## src/rtl/fft_pkg.sv

```systemverilog
// Shared definitions for the streaming FFT datapath.
// Holds the default sample width and the pair-phase type used by the butterfly.
package fft_pkg;

    localparam int DEFAULT_DATA_WIDTH = 32;

    typedef enum logic {
        PH_A = 1'b0,
        PH_B = 1'b1
    } pairPhase_t;

endpackage

```

## src/rtl/radix2_addsub.sv

```systemverilog
// Combinational sum/difference core of the radix-2 butterfly.
// Both operands are sign-extended by one bit first, so a+b and a-b are always exact.
module radix2_addsub
    import fft_pkg::*;
#(
    parameter int DATA_WIDTH = DEFAULT_DATA_WIDTH
) (
    input  logic [DATA_WIDTH-1:0] i_a,
    input  logic [DATA_WIDTH-1:0] i_b,
    output logic [DATA_WIDTH:0]   o_sum,
    output logic [DATA_WIDTH:0]   o_diff
);

    logic [DATA_WIDTH:0] w_aExt;
    logic [DATA_WIDTH:0] w_bExt;

    assign w_aExt = {i_a[DATA_WIDTH-1], i_a};
    assign w_bExt = {i_b[DATA_WIDTH-1], i_b};

    assign o_sum  = w_aExt + w_bExt;
    assign o_diff = w_aExt - w_bExt;

endmodule

```

## src/rtl/radix2_butterfly.sv

```systemverilog
// Serial radix-2 DIT butterfly: consecutive accepted samples form a pair (a, b);
// the sum is emitted one cycle after b, the difference on the next enabled cycle.
// Optional feature macro: RADIX2_BUTTERFLY_LAST_EN adds the lastOut port, which
// marks the difference beat.
module radix2_butterfly
    import fft_pkg::*;
#(
    parameter int DATA_WIDTH = DEFAULT_DATA_WIDTH
) (
    input  logic                  clkIn,
    input  logic                  rstIn,
    input  logic                  enIn,
    input  logic [DATA_WIDTH-1:0] dataIn,
    input  logic                  validIn,
    output logic                  validOut,
    output logic [DATA_WIDTH:0]   dataOut
`ifdef RADIX2_BUTTERFLY_LAST_EN
    ,
    output logic                  lastOut
`endif
);

    pairPhase_t            r_phase;
    pairPhase_t            w_phaseNext;
    logic [DATA_WIDTH-1:0] r_a;
    logic [DATA_WIDTH:0]   r_pendDiff;
    logic                  r_pendValid;
    logic                  r_validOut;
    logic [DATA_WIDTH:0]   r_dataOut;
    logic                  w_accept;
    logic                  w_acceptB;
    logic [DATA_WIDTH:0]   w_sum;
    logic [DATA_WIDTH:0]   w_diff;

    assign w_accept  = enIn & validIn;
    assign w_acceptB = w_accept & (r_phase == PH_B);

    radix2_addsub #(
        .DATA_WIDTH(DATA_WIDTH)
    ) u_addsub (
        .i_a   (r_a),
        .i_b   (dataIn),
        .o_sum (w_sum),
        .o_diff(w_diff)
    );

    // Pair phase flips on every accepted sample and holds across gaps and disabled cycles.
    always_comb begin
        w_phaseNext = r_phase;
        if (w_accept) begin
            w_phaseNext = (r_phase == PH_A) ? PH_B : PH_A;
        end
    end

    // Phase register plus capture of the first sample of each pair.
    always_ff @(posedge clkIn) begin
        if (!rstIn) begin
            r_phase <= PH_A;
            r_a     <= '0;
        end else begin
            r_phase <= w_phaseNext;
            if (w_accept && (r_phase == PH_A)) begin
                r_a <= dataIn;
            end
        end
    end

    // Output beat: sum when b arrives, otherwise drain a pending diff; disabled cycles emit nothing.
    always_ff @(posedge clkIn) begin
        if (!rstIn) begin
            r_validOut  <= 1'b0;
            r_dataOut   <= '0;
            r_pendDiff  <= '0;
            r_pendValid <= 1'b0;
        end else if (!enIn) begin
            r_validOut <= 1'b0;
        end else if (w_acceptB) begin
            r_validOut  <= 1'b1;
            r_dataOut   <= w_sum;
            r_pendDiff  <= w_diff;
            r_pendValid <= 1'b1;
        end else if (r_pendValid) begin
            r_validOut  <= 1'b1;
            r_dataOut   <= r_pendDiff;
            r_pendValid <= 1'b0;
        end else begin
            r_validOut <= 1'b0;
        end
    end

    assign validOut = r_validOut;
    assign dataOut  = r_dataOut;

`ifdef RADIX2_BUTTERFLY_LAST_EN
    logic r_lastOut;

    // Flag is raised only on the beat that carries the drained difference.
    always_ff @(posedge clkIn) begin
        if (!rstIn) begin
            r_lastOut <= 1'b0;
        end else if (!enIn || w_acceptB) begin
            r_lastOut <= 1'b0;
        end else begin
            r_lastOut <= r_pendValid;
        end
    end

    assign lastOut = r_lastOut;
`endif

endmodule

```

## config.mk

```make
export PLATFORM = sky130hd
export DESIGN_NAME = radix2_butterfly
export DESIGN_NICKNAME = d
export VERILOG_FILES = /design/src/rtl/fft_pkg.sv /design/src/rtl/radix2_addsub.sv /design/src/rtl/radix2_butterfly.sv
export SDC_FILE = /design/constraint.sdc
export NUM_CORES = 1
export LEC_CHECK = 0
export CAP_MARGIN = 30
export CORE_MARGIN = 2
export CORE_UTILIZATION = 50
export DETAILED_ROUTE_END_ITERATION = 8
export PLACE_DENSITY = 0.79
export SYNTH_ARGS = -nofsm -noshare
export SYNTH_HDL_FRONTEND = slang
export SYNTH_SLANG_ARGS = --single-unit
export TNS_END_PERCENT = 100
```

## constraint.sdc

```tcl
create_clock -name clkIn -period 4.6 [get_ports clkIn]
set_input_delay 0.92 -clock clkIn [delete_from_list [all_inputs] [get_ports clkIn]]
set_output_delay 0.92 -clock clkIn [all_outputs]
set_load 0.005 [all_outputs]
```

==> impl_metrics.ini <==
[status]
run_status = finished clean

[cts]
clk_pin_slew_ps = 80
ctsHoldBuffers = 0
cts_root_buf = clkbuf_16
clock_path_buffers = 2
clock-sinks = 101
cts_setup_buffers = 0
cts_tree = done
postCtsResizedCells = 0
cts_made_buffers = 9
clk_latency_ps = 370
htree_levels = 3

[critical_path]
crit_cells = 12
critPathRequiredTime_ps = 4840
rrSetupSlack_ps = 1350
slowest_delay_ps = 500
crit_chain = clkdlybuf4s50_1 > inv_1 > ha_1 > nand2_1 > nor4_1 > o211ai_2 > nand3_2 > a311oi_2 > o21a_1 > o41ai_1 > or4b_1 > o211ai_1
setup.worst_path.start_class = primary input
cp.buffers_inverters = 2
cp_slowest_cell = clkdlybuf4s50_1
cp.arrival_ps = 4260
r2r_end = dataOut[28]
r2r-start = r_a[0]
critical-path-top-delay-family = compound AO/OA/AOI/OAI gates
crit_type = in -> reg
reg2reg_depth = 11
cp-end-kind = flip-flop
crit_start = dataIn[12]
cp_max_fo = 10
cp-endpoint = r_pendDiff[31]

[route]
first_pass_iters = 5
wl_per_cell_um = 17.2
wl_met1_um = 9540
drc = 0
vias = 7170
wl_met2_um = 9190
dr_wl_met3_um = 1350
highest_layer = met4
drtIter0Drc = 580
wirelength_um = 20500
vias_per_cell = 6.01
ant_nets = 0

[global_routing]
grt.overflow.total = 0
grt_pass1_wl_um = 33700
grt_pass1_vias = 6538
grt_max_degree = 48
antenna_found_initial = 0
grt_usage = 0.262

[finish]
diodes = 0
regArea_um2 = 2020
nets = 1107
syn2layout_area_growth_pct = 14.6
fin_cells = 1194
layout_common_cells = 139 x nand2_1, 114 x a21oi_1, 101 x dfxtp_1, 82 x nor2_1, 69 x clkdlybuf4s50_1
drive_gt1_frac = 0.0495
final_cell_area_um2 = 8380
fillers = 1367
layout.cells.most_common = nand2_1
multi_input_area_um2 = 4790

[sta]
rsz0062_at_grt = false
fin_setup_tns_ps = 0
timing.slew.headroom = 0.444
clock_skew_ps = 12.2
setup_viol_count_final = 0
fmax_mhz = 249
fin_crit_sh = 0.875
finalHoldViolations = 0
fin_crit_ps = 4020
setup_slack_ps = 577
slew_violations = 0
tightestPinTransition_ps = 833

[power_and_ir_drop]
p_leak_uw = 0.00344
p_per_area_nw_per_um2 = 267
ir_worst_vdd_uv = 183

[synthesis]
synth_edf_count = 0
synth_area_per_cell_um2 = 7.48
yosys_warnings = 0
syn-num-nets = 1080
ys_seq_elements = 101
synthFlopType = dfxtp_1
synth_cell_types = 73
synthCells = 978
seq_area_frac_synth = 0.277
syn-cell-area_um2 = 7310
ys_async_sr_fraction = 0

[floorplan]
ios = 70
die_area_um2 = 15600
start_util = 0.507
die_y_um = 125
row_count = 44
core-area_um2 = 14400
die_x_um = 125

[min_path]
hold_class = reg -> reg

[placed_design]
dp_slack_ps = 237
dp.cells = 1178
hpwl_um = 14800
gp_congestion = 0.943
placed_cell_area_um2 = 8080
port_buffers = 69

[job]
maxCapViolCount = 0
==> state kept, by name, indices dropped and copies added (netlist names) <==
signal	flops
validOut	1
r_pendDiff	33
dataOut	33
r_a	32
r_phase	1
r_pendValid	1
==> final cells by class <==
type,instances,share of cell area
Inverter,65,0.0291
Tap cell,184,0.0275
Clock buffer,10,0.0285
Sequential cell,101,0.241
Timing Repair Buffer,80,0.0947
Multi-Input combinational cell,748,0.571
Clock inverter,6,0.00776
==> cell families after synthesis <==
| kind of cell | share of synthesized area |
|---|---|
| XOR/XNOR | 0.0575 |
| AND/OR/NAND/NOR | 0.212 |
| buffers and inverters | 0.0698 |
| adder cells (fa/ha/maj) | 0.115 |
| flip-flops | 0.277 |
| AO/OA/AOI/OAI | 0.260 |
| multiplexers | 0.00958 |
==> worst register-to-register path, delay by kind of cell (launching register included) <==
| kind | cells | cell delay (ps) |
|---|---|---|
| AOI/OAI and AO/OA | 7 | 1970 |
| xor gates and xnor gates | 1 | 140 |
| adders and majority gates | 2 | 440 |
| DFF | 1 | 380 |
| and+or+nand+nor | 1 | 210 |
==> routing by layer <==
metal / track usage / up-vias
li1: - / 3491
met1: 0.368 / 3375
met2: 0.411 / 269
met3: 0.0415 / 35
met4: 0.0908 / 0
met5: 0 / -
==> stage by stage <==
stage          hold WS, ps  power (uW)  utilization
2_1_floorplan          418        1290            -
3_3_place_gp           431        1450        0.559
3_5_place_dp           437        1450        0.560
4_1_cts                448        2230        0.581
5_1_grt                465        2340        0.581
6_report               449        2240        0.581
==> where the power goes <==
group	internal, uW	switching, uW	leakage (uW)	total (uW)
clock	400	396	0.000150	796
combinational	205	314	0.00247	518
sequential	903	21.3	0.000819	924
total	1510	731	0.00344	2240
==> cell usage after synthesis (all sizes together) (4+ instances only) <==
| library cell | n | area share |
|---|---|---|
| o21bai | 12 | 0.013 |
| a21oi | 115 | 0.079 |
| nor4 | 10 | 0.0086 |
| and3 | 7 | 0.0060 |
| inv | 63 | 0.032 |
| buf | 17 | 0.012 |
| mux2i | 7 | 0.0096 |
| o31ai | 14 | 0.017 |
| o21ai | 42 | 0.029 |
| o22ai | 5 | 0.0043 |
| nor2b | 9 | 0.0087 |
| a211oi | 11 | 0.012 |
| nor3 | 14 | 0.0096 |
| o21a | 7 | 0.0072 |
| a211o | 4 | 0.0048 |
| a221oi | 10 | 0.013 |
| nand2b | 11 | 0.0094 |
| nand2 | 139 | 0.071 |
| clkbuf | 47 | 0.024 |
| nor2 | 83 | 0.043 |
| xnor2 | 45 | 0.054 |
| o31a | 4 | 0.0048 |
| o41ai | 5 | 0.0086 |
| a21o | 13 | 0.013 |
| a311oi | 20 | 0.025 |
| ha | 64 | 0.11 |
| nand4 | 7 | 0.0060 |
| or2 | 4 | 0.0034 |
| a31oi | 4 | 0.0034 |
| nand3 | 42 | 0.030 |
| dfxtp | 101 | 0.28 |
| o211ai | 4 | 0.0048 |
==> how the worst min path moves through the flow <==
stage | start | end | slack, ps | cells past startpoint
finish | r_pendDiff[30] | r_pendDiff[30] | 450 | 2
global route | r_pendDiff[16] | r_pendDiff[16] | 470 | 2
CTS | r_pendDiff[30] | r_pendDiff[30] | 450 | 2
detailed placement | r_pendDiff[30] | r_pendDiff[30] | 440 | 2
global placement | r_pendDiff[17] | r_pendDiff[17] | 430 | 2
floorplan | r_pendDiff[17] | r_pendDiff[17] | 420 | 2
Note: power is estimated with default switching activity, not from simulation.
==> edit (config.mk and constraints unchanged) <==
The option `RADIX2_BUTTERFLY_LAST_EN` is turned on by a define.
--- a/src/rtl/radix2_butterfly.sv
+++ b/src/rtl/radix2_butterfly.sv
@@ -2,6 +2,8 @@
 // the sum is emitted one cycle after b, the difference on the next enabled cycle.
 // Optional feature macro: RADIX2_BUTTERFLY_LAST_EN adds the lastOut port, which
 // marks the difference beat.
+`define RADIX2_BUTTERFLY_LAST_EN
+
 module radix2_butterfly
     import fft_pkg::*;
 #(
Function (old outputs only; new: lastOut): kept (Yosys induction, for registers that start in step).
==> edit against the original RTL <==
Sequential cell count grew 1; maximum frequency rose by 3.7%; combinational power is 1% lower; largest cell class unchanged; final cell count hardly changed; power up 1.5%; synthesized area up 0.24%; worst setup slack better by 0.14 ns; final area rose by 0.34%; hold slack better by 0.0025 ns; sequential share of layout area is 0.16 points higher; clock skew is 0.0035 ns lower; routed wire length decreased by 2.1%.
==> edit: results (changes against the original RTL) <==
| Metric | Value |
|---|---|
| Outcome | `complete, no violations (unchanged)` |
| Mux share of post-synthesis cell area | `1.229% (was 0.9582%)` |
| Placer congestion estimate | `0.9611 (was 0.9434)` |
| Synth async-reset ratio | `0% (unchanged)` |
| Peak VDD IR | `0.0001582 V (was 0.0001830 V)` |
| Static Leak | `3.332 nW (was 3.444 nW)` |
| H-tree Lvls | `3 (unchanged)` |
| Adder-Cell Fraction of Synth Area | `11.47% (was 11.50%)` |
| WL met2 | `8.967 mm (was 9.189 mm)` |
| Synthesized area per cell | `7.517 um^2 (was 7.476 um^2)` |
| Vias per inst | `5.992 (was 6.005)` |
| Worst Skew | `0.008708 ns (was 0.01217 ns)` |
| Met2 Resource Use GR | `39.16% (was 41.11%)` |
| Max stage delay on crit path | `0.57 ns (was 0.50 ns)` |
| Synth cell types | `80 (was 73)` |
| FF+latch count, synth | `102 (was 101)` |
| Vias in the first global route | `6391 (was 6538)` |
| CP arrival | `4.12 ns (was 4.26 ns)` |
| Initial DRC count | `633 (was 580)` |
| Synth cell count leaders | `nand2_1, a21oi_1, dfxtp_1, nor2_1, ha_1 (unchanged)` |
| Highest Signal Layer | `met4 (unchanged)` |
| Total Wirelength | `20.11 mm (was 20.53 mm)` |
| Compound-gate portion of the synthesized area | `27.21% (was 25.98%)` |
| First-pass GRT wire length | `32.85 mm (was 33.70 mm)` |
| Synth Flop Type | `dfxtp_1 (unchanged)` |
| Fill cells | `1345 (was 1367)` |
| Crit-path max FO | `9 (was 10)` |
| Clock tree buffer depth | `2 (unchanged)` |
| Port Buffers | `70 (was 69)` |
| Worst path slowest cell | `or4_4 (was clkdlybuf4s50_1)` |
| Synth Net Count | `1077 (was 1080)` |
| Total GRT Usage | `25.30% (was 26.20%)` |
| Largest net degree at the start of global routing | `83 (was 48)` |
| Internal power | `1.544 mW (was 1.507 mW)` |
| Largest cells by area after synthesis | `dfxtp_1, ha_1, a21oi_1, nand2_1, xnor2_1 (unchanged)` |
| Slew HR | `39.42% (was 44.38%)` |
| Seq/Total Area, Yosys | `27.86% (was 27.65%)` |
| Post-CTS Setup Inserts | `0 (unchanged)` |
| Met1 usage | `36.55% (was 36.83%)` |
| DR WL met3 | `1.164 mm (was 1.346 mm)` |
| Ant. Diodes | `0 (unchanged)` |
| Met3 global-route usage | `2.824% (was 4.151%)` |
| Post-synthesis xor/xnor area fraction | `5.736% (was 5.749%)` |
| Num CTS Buffers | `9 (unchanged)` |
| Crit-path leading delay family | `simple AND/OR/NAND/NOR gates (was compound AO/OA/AOI/OAI gates)` |
| Avg WL per Cell | `16.82 um (was 17.20 um)` |
| Layout cells sized above 1 | `5.341% (was 4.950%)` |
| M1 wire length | `9.498 mm (was 9.542 mm)` |
| Post-DP HPWL | `14.57 mm (was 14.76 mm)` |
| DP Cell Count | `1179 (was 1178)` |
[edit: cell count changes after synthesis, sizes merged, moves of 5 or more]
cell,unedited run,this run
nor2,83,68
a21oi,115,144
a21boi,1,8
a221oi,10,4
a21o,13,8
a311oi,20,2
buf,17,27
o221ai,1,11
nor3,14,25
nand4,7,14
nand3,42,18
nand2,139,148
clkbuf,47,34
[edit: final timing paths]
check	startpoint	end	slack, ns	cells after the start
max	dataIn[11]	dataOut[16]	0.72	12
min	dataOut[8]	dataOut[8]	0.45	2
max reg2reg	r_a[0]	dataOut[32]	1.50	11
min reg2reg	dataOut[8]	dataOut[8]	0.45	2
[edit: power by group through the flow]
stage / clock network (mW) / logic [mW] / registers (mW)
floorplan: 0 / 0.359 / 0.943
global placement: 0 / 0.498 / 0.947
detailed placement: 0 / 0.500 / 0.948
CTS: 0.839 / 0.505 / 0.927
global route: 0.881 / 0.560 / 0.930
finish: 0.833 / 0.513 / 0.927
[edit: area by class of cell]
class	instances	area share, %
clock buffers	9	2.678
clock inverters	7	1.071
inverters	65	2.901
multi-input cells	747	57.02
flip-flops and latches	102	24.28
well taps	184	2.738
repair buffers	81	9.314
[edit: kinds of logic (layout without fill, tap and decap cells)]
kind of cell	after synthesis	in the layout
DFF	102	102
and+or+nand+nor	319	319
buffers and inverters	126	162
xor gates and xnor gates	48	48
adders and majority gates	66	66
muxes	9	9
AOI/OAI and AO/OA	305	305
[edit: metrics by stage]
stage          worst slack [ns]  total power, mW  cell area (um^2)
3_5_place_dp             0.4189            1.448              8094
4_1_cts                  0.7976            2.270              8409
3_3_place_gp             0.4136            1.444              8094
6_report                 0.7199            2.273              8409
2_1_floorplan             1.224            1.302              7330
5_1_grt                  0.5230            2.371              8409
